===== src/rtl/vga_pkg.sv =====
// Shared VGA framebuffer constants and the column painter state encoding.
// Imported by every block that touches the 640x480 1-bit framebuffer.
package vga_pkg;

   localparam int WIDTH  = 640;
   localparam int HEIGHT = 480;

   localparam logic COLOR_BLACK = 1'b0;
   localparam logic COLOR_WHITE = 1'b1;

   typedef enum logic [1:0] {
      IDLE  = 2'd0,
      ARMED = 2'd1,
      SWEEP = 2'd2,
      WAIT  = 2'd3
   } painter_state_t;

endpackage


===== src/rtl/column_painter.sv =====
// Single write port into the framebuffer: paints cleared columns black while
// listen is high, otherwise forwards line-drawer pixels as white.
module column_painter
   import vga_pkg::*;
#(
   parameter int WIDTH  = vga_pkg::WIDTH,
   parameter int HEIGHT = vga_pkg::HEIGHT
) (
   input  logic       clk,
   input  logic       reset,
   input  logic       listen,
   input  logic       drawer_reset,
   input  logic [9:0] x,
   input  logic [9:0] draw_x,
   input  logic [8:0] draw_y,
   input  logic       draw_valid,
   output logic [9:0] pixel_x,
   output logic [8:0] pixel_y,
   output logic       pixel_color,
   output logic       pixel_write,
   output logic       column_done,
   output logic       busy,
   output logic [1:0] state_dbg
);

   localparam logic [9:0] COL_LIMIT = 10'(WIDTH);
   localparam logic [8:0] LAST_ROW  = 9'(HEIGHT - 1);

   painter_state_t state, state_n;
   logic [9:0] col, col_n;
   logic [8:0] row, row_n;
   logic [9:0] pixel_x_n;
   logic [8:0] pixel_y_n;
   logic       pixel_color_n;
   logic       pixel_write_n;
   logic       column_done_n;

   always_ff @(posedge clk) begin
      if (reset) begin
         state       <= IDLE;
         col         <= '0;
         row         <= '0;
         pixel_x     <= '0;
         pixel_y     <= '0;
         pixel_color <= COLOR_BLACK;
         pixel_write <= 1'b0;
         column_done <= 1'b0;
      end else begin
         state       <= state_n;
         col         <= col_n;
         row         <= row_n;
         pixel_x     <= pixel_x_n;
         pixel_y     <= pixel_y_n;
         pixel_color <= pixel_color_n;
         pixel_write <= pixel_write_n;
         column_done <= column_done_n;
      end
   end

   // listen is tested before drawer_reset in every clear-mode state so that
   // dropping it always wins, abandoning any half-painted column.
   always_comb begin
      state_n       = state;
      col_n         = col;
      row_n         = row;
      pixel_x_n     = pixel_x;
      pixel_y_n     = pixel_y;
      pixel_color_n = pixel_color;
      pixel_write_n = 1'b0;
      column_done_n = 1'b0;
      case (state)
         IDLE: begin
            if (listen) begin
               pixel_color_n = COLOR_BLACK;
               if (drawer_reset) begin
                  state_n = ARMED;
                  col_n   = x;
                  row_n   = '0;
               end else begin
                  state_n = WAIT;
               end
            end else begin
               pixel_write_n = draw_valid;
               pixel_x_n     = draw_x;
               pixel_y_n     = draw_y;
               pixel_color_n = COLOR_WHITE;
            end
         end
         ARMED: begin
            if (!listen) begin
               state_n = IDLE;
            end else if (drawer_reset) begin
               col_n = x;
               row_n = '0;
            end else begin
               state_n = SWEEP;
            end
         end
         SWEEP: begin
            if (!listen) begin
               state_n = IDLE;
            end else if (drawer_reset) begin
               state_n = ARMED;
               col_n   = x;
               row_n   = '0;
            end else begin
               // Off-screen columns still sweep so the column period stays fixed.
               pixel_x_n     = col;
               pixel_y_n     = row;
               pixel_color_n = COLOR_BLACK;
               pixel_write_n = (col < COL_LIMIT);
               if (row == LAST_ROW) begin
                  state_n       = WAIT;
                  row_n         = '0;
                  column_done_n = 1'b1;
               end else begin
                  row_n = row + 9'd1;
               end
            end
         end
         WAIT: begin
            if (!listen) begin
               state_n = IDLE;
            end else if (drawer_reset) begin
               state_n = ARMED;
               col_n   = x;
               row_n   = '0;
            end
         end
         default: state_n = IDLE;
      endcase
   end

   assign busy      = (state == ARMED) || (state == SWEEP);
   assign state_dbg = state;

endmodule


===== config.mk =====
export PLATFORM = sky130hd
export DESIGN_NAME = column_painter
export DESIGN_NICKNAME = d
export VERILOG_FILES = /design/src/rtl/vga_pkg.sv /design/src/rtl/column_painter.sv
export SDC_FILE = /design/constraint.sdc
export NUM_CORES = 1
export LEC_CHECK = 0
export CORE_MARGIN = 10
export CORE_UTILIZATION = 44
export CTS_BUF_LIST = sky130_fd_sc_hd__clkbuf_4 sky130_fd_sc_hd__clkbuf_8
export CTS_CLUSTER_DIAMETER = 40
export DETAILED_ROUTE_END_ITERATION = 10
export PLACE_DENSITY = 0.89
export RECOVER_POWER = 50
export SLEW_MARGIN = 20
export SYNTH_ARGS = -nofsm -noshare
export SYNTH_HDL_FRONTEND = slang
export SYNTH_SLANG_ARGS = --single-unit
export TNS_END_PERCENT = 5

===== constraint.sdc =====
create_clock -name clk -period 1.85 [get_ports clk]
set_clock_uncertainty 0.15 [all_clocks]
set_input_delay 0.37 -clock clk [delete_from_list [all_inputs] [get_ports clk]]
set_output_delay 0.37 -clock clk [all_outputs]
set_load 0.05 [all_outputs]

# After elaboration in Yosys (flattened, before gate mapping)

Cells that the tools add are included.
Widths: inputs -> output; s select.

Flip-flop bits (word level): 43
Bits of input ports: 34
Output and inout port bits: 25
Logic and storage cells: 74

Add/sub/neg operators: 1
$lt $le $gt $ge: 1
Equality and inequality tests: 15
Mux-type cells: 36
Bitwise gates (word level): 2
Reduce and logical (&&, ||, !) cells: 11

Operators by type and width:

| kind                 | number |
|---|---|
| $mux 9               | 8 |
| $mux 10              | 6 |
| $pmux 9 s2           | 2 |
| $pmux 10 s2          | 1 |
| $mux 2               | 9 |
| $lt 10x10->1 const B | 1 |
| $add 9x1->9 const B  | 1 |
| $eq 9x9->1 const B   | 1 |
| $ne 2x1->1 const B   | 4 |
| $ne 2x2->1 const B   | 4 |
| $pmux 2 s4           | 1 |
| $reduce_and 4->1     | 2 |
| $reduce_or 4->1      | 2 |
| $mux 1               | 7 |
| $ne 3x3->1 const B   | 2 |
| $reduce_and 3->1     | 2 |
| $eq 2x2->1 const B   | 2 |
| $ne 4x4->1 const B   | 1 |
| $pmux 1 s2           | 2 |
| $reduce_or 3->1      | 1 |
| $eq 2x1->1 const B   | 1 |
| $logic_not 2->1      | 1 |
| $not 1->1            | 2 |
| $reduce_and 2->1     | 1 |
| other kinds (2)      | 2 |

# Depth between registers and ports, before layout

Word-level depth: 5
Depth in mapped cells: 9
Depth with buffers taken out: 6

# Least setup slack after synthesis

No wires, ideal clock.

Path kind: register to register
Start point: reg state[0], in the netlist state_dbg[0]
End point: reg pixel_x[1]
Library setup time: 0.086 ns
Data arrival time: 2.021 ns
Data required time: 1.614 ns
Slack: -0.407 ns
Cell stages (with the launch flop): 10
Path buffers: 3
Clock period less this slack: 2.257 ns
Cell sequence: dfxtp_1 inv_1 ha_1 buf_6 nand2b_2 o22ai_2 buf_4 buf_6 nor2_1 a211oi_1

Longest elaborated chain between the ends: 3
Elaborated cells on any way between the ends: 8
Classes of those cells: eq/ne: 4; mux: 1; reduce/logical: 3

RTL lines:

| element                                                          | line                 | RTL |
|---|---|---|
| from (decl)                                                      | column_painter.sv:29 | `painter_state_t state, state_n;` |
| from (signal assigned)                                           | column_painter.sv:49 | `state <= state_n;` |
| $eq 2x2->1 or $logic_not 2->1 (tied branches)                    | column_painter.sv:71 | `case (state)` |
| $ne 2x2->1 (no source line) or $reduce_bool 2->1 (tied branches) | -                    |  |
| $reduce_and 4->1 (no source line)                                | -                    |  |
| to (signal assigned)                                             | column_painter.sv:52 | `pixel_x <= pixel_x_n;` |
| to (decl)                                                        | column_painter.sv:17 | `output logic [9:0] pixel_x,` |

Several ways; a longest one is shown, not always the timed one.
A chain may end at the register's enable or synchronous reset.

# Worst setup path in the final report

Start point: reg state[0], in the netlist state_dbg[0]
End point: reg col[5]

Longest elaborated chain between the ends: 4
Elaborated cells on any way between the ends: 8
Classes of those cells: eq/ne: 5; reduce/logical: 3

RTL lines:

| element                                  | line                 | RTL |
|---|---|---|
| $eq 2x1->1, or another cell as far along | column_painter.sv:71 |  |
| $reduce_or 4->1 (no source line) *       | -                    |  |
| $ne 2x1->1 (no source line)              | -                    |  |
| $reduce_and 2->1 (no source line) *      | -                    |  |
| to (signal assigned)                     | column_painter.sv:50 | `col <= col_n;` |
| to (decl)                                | column_painter.sv:30 | `logic [9:0] col, col_n;` |

Every way passes the cells marked *; elsewhere a longest branch is shown, timed or not.

==> flow_summary.toml <==
[setup_path]
crit_type = "reg -> reg"
cp-end-kind = "flip-flop"
arrival_ns = 1.87
rr_worst_depth = 6
required_ns = 1.91
critical_path.startpoint_type = "flip-flop"
worstPathMaxFanout = 7

[min_path]
hold_class = "reg -> reg"
whs_path_depth = 2

[grt]
grt_pass1_wl_um = 8838
met2_usage_pct = 24.93
grt_pass1_vias = 1840
gr-total-overflow = 0
grt_util_met3_pct = 3.900
met1_usage_pct = 15.47
busiest_layer = "met2"
grt.total_usage_pct = 14.31
antenna_found_initial = 0
grt_max_degree = 39

[synthesis]
synth.yosys.seq_area_share_pct = 42.87
syn-num-nets = 252
synth-edff-count = 0
async_reset_ff_share_pct = 0
synth_area_mm2 = 0.002008
synth-seq-cells = 43
synth_cells = 213
synth_area_per_cell_um2 = 9.428
synth_cell_types = 41
yosysWarnings = 0
synth_ff_type = "dfxtp_1"

[floorplan]
die_area_mm2 = 0.007666
core_area_mm2 = 0.004384
start_util_pct = 45.80
die_w_um = 87.56
die_h_um = 87.56
io_pins = 59
core.rowCount = 24

[sta]
fmaxAchievable_mhz = 550.8
slew_violations = 0
period_share_pct = 98.14
tightest_slew_ns = 0.6446
finalWorstSetupSlack_ns = 0.03450
finalCriticalPeriod_ns = 1.816
slew_headroom_pct = 57.21
setup_viol = 0
hold_viol = 0
rsz0062_at_grt = "yes"

[clocking]
clock_latency_ns = 0.31
hold_buffers = 0
cts_root_buf = "clkbuf_8"
clk_path_buf_depth = 2
cts.sinks = 43
cts_buffers = 5
h-tree-depth = 2
cts_tree = "yes"
clk_pin_slew_ns = 0.09

[layout]
layout.nets = 328
mostFrequentLayoutCell = "dfxtp_1"
fin_cells = 342
syn_to_final_growth_pct = 43.55
drive_above_1_share_pct = 18.97
layout_common_cells = "dfxtp_1, nor2_1, clkdlybuf4s50_1, mux2i_1, buf_4"
antenna_cells = 0
postLayoutCellArea_mm2 = 0.002883
fill_cells = 345

[route]
drc = 0
vias_per_cell = 5.503
dr.pass1.iters = 4
postRouteWirelength_um = 5771
post_drt_wl_per_cell_um = 16.87
vias = 1882
drt_iter0_markers = 147
final_antenna_net_count = 0

[placement]
gp_congestion = 0.8917
placed_cell_area_mm2 = 0.002708
dp.cells = 329
dp_slack_ns = -0.2139
io_buffer_count = 58
dpl.hpwl_um = 3923

[outcome]
status = "completed"

[power_and_ir_drop]
power_density_mw_per_mm2 = 1775
p_leak_uw = 0.001098
peakVddDrop_v = 0.0006757

[flow_run]
cap_violations = 0
[kinds of logic after synthesis]
logic type	after synthesis	share of synthesized area (%)
buffers and inverters	19	5.046
xor gates and xnor gates	2	0.8724
and+or+nand+nor	65	14.89
muxes	32	16.64
DFF	43	42.87
AOI/OAI and AO/OA	47	16.57
adders and majority gates	5	3.115
[worst paths after layout]
path / from / to / slack, ns
worst min register to register: pixel_color / pixel_color / 0.32
worst max-delay path: state_dbg[0] / col[5] / 0.03
worst max register to register: state_dbg[0] / col[5] / 0.03
worst min-delay path: pixel_color / pixel_color / 0.32
[metrics by stage]
step	total power (uW)	util [%]	hold slack (ns)	setup TNS, ns
floorplan	3344	-	0.3101	-0.3652
global placement	4087	61.76	0.3076	-3.026
detailed placement	4149	61.76	0.3122	-4.270
CTS	4996	65.01	0.3238	-0.007386
global route	5390	65.75	0.3592	-0.02772
finish	5115	65.75	0.3186	0
[state kept, by name, indices dropped and copies added (netlist names)]
signal / flops
col: 10
pixel_write: 1
pixel_y: 9
pixel_x: 10
column_done: 1
pixel_color: 1
state_dbg: 2
row: 9
[area by class of cell]
| type | instances | area, um2 | share of cell area, % |
|---|---|---|---|
| clock buffers | 5 | 68.82 | 2.387 |
| clock inverters | 3 | 46.29 | 1.606 |
| inverters | 4 | 17.52 | 0.6076 |
| multi-input cells | 151 | 1121 | 38.89 |
| flip-flops and latches | 43 | 869.6 | 30.16 |
| well taps | 52 | 65.06 | 2.257 |
| repair buffers | 84 | 694.4 | 24.09 |
[critical path, cell delays in order, from the launching register on]
cell     delay, ns
dfxtp_4       0.39
inv_4         0.05
ha_4          0.18
o41ai_4       0.45
buf_6         0.20
mux2i_2       0.23
nor2_1        0.05
[synthesized netlist by cell type (all sizes together) (4+ instances only)]
cell type | count | area (um2)
nand2 | 8 | 30.03
ha | 5 | 62.56
mux2i | 31 | 322.8
inv | 4 | 15.01
clkbuf | 5 | 18.77
a211oi | 21 | 157.7
a21oi | 8 | 40.04
nand3 | 5 | 25.02
nor2 | 36 | 135.1
dfxtp | 43 | 860.8
buf | 10 | 67.56
o21ai | 5 | 28.77
[report_power, final]
group          total [uW]  switching [uW]  internal [uW]  leakage, uW
sequential           1390             177           1210     0.000355
combinational        2960            1800           1170     0.000689
clock                 768             361            407    0.0000548
total                5120            2330           2780      0.00110
[repair_timing]
action / in CTS / in global routing
endpoints found under the setup margin: 14 / 26
setup buffers: 0 / 3
pin swaps: 1 / 7
gates resized for setup: 7 / 13
endpoints found under the hold margin: 0 / 0
gates cloned: 1 / 1
[routing by layer]
layer	vias to the layer above	wire (um)
li1	919	-
met1	878	2259
met2	73	2975
met3	12	405
met4	0	132
met5	-	0
(Power assumes the default switching activity.)
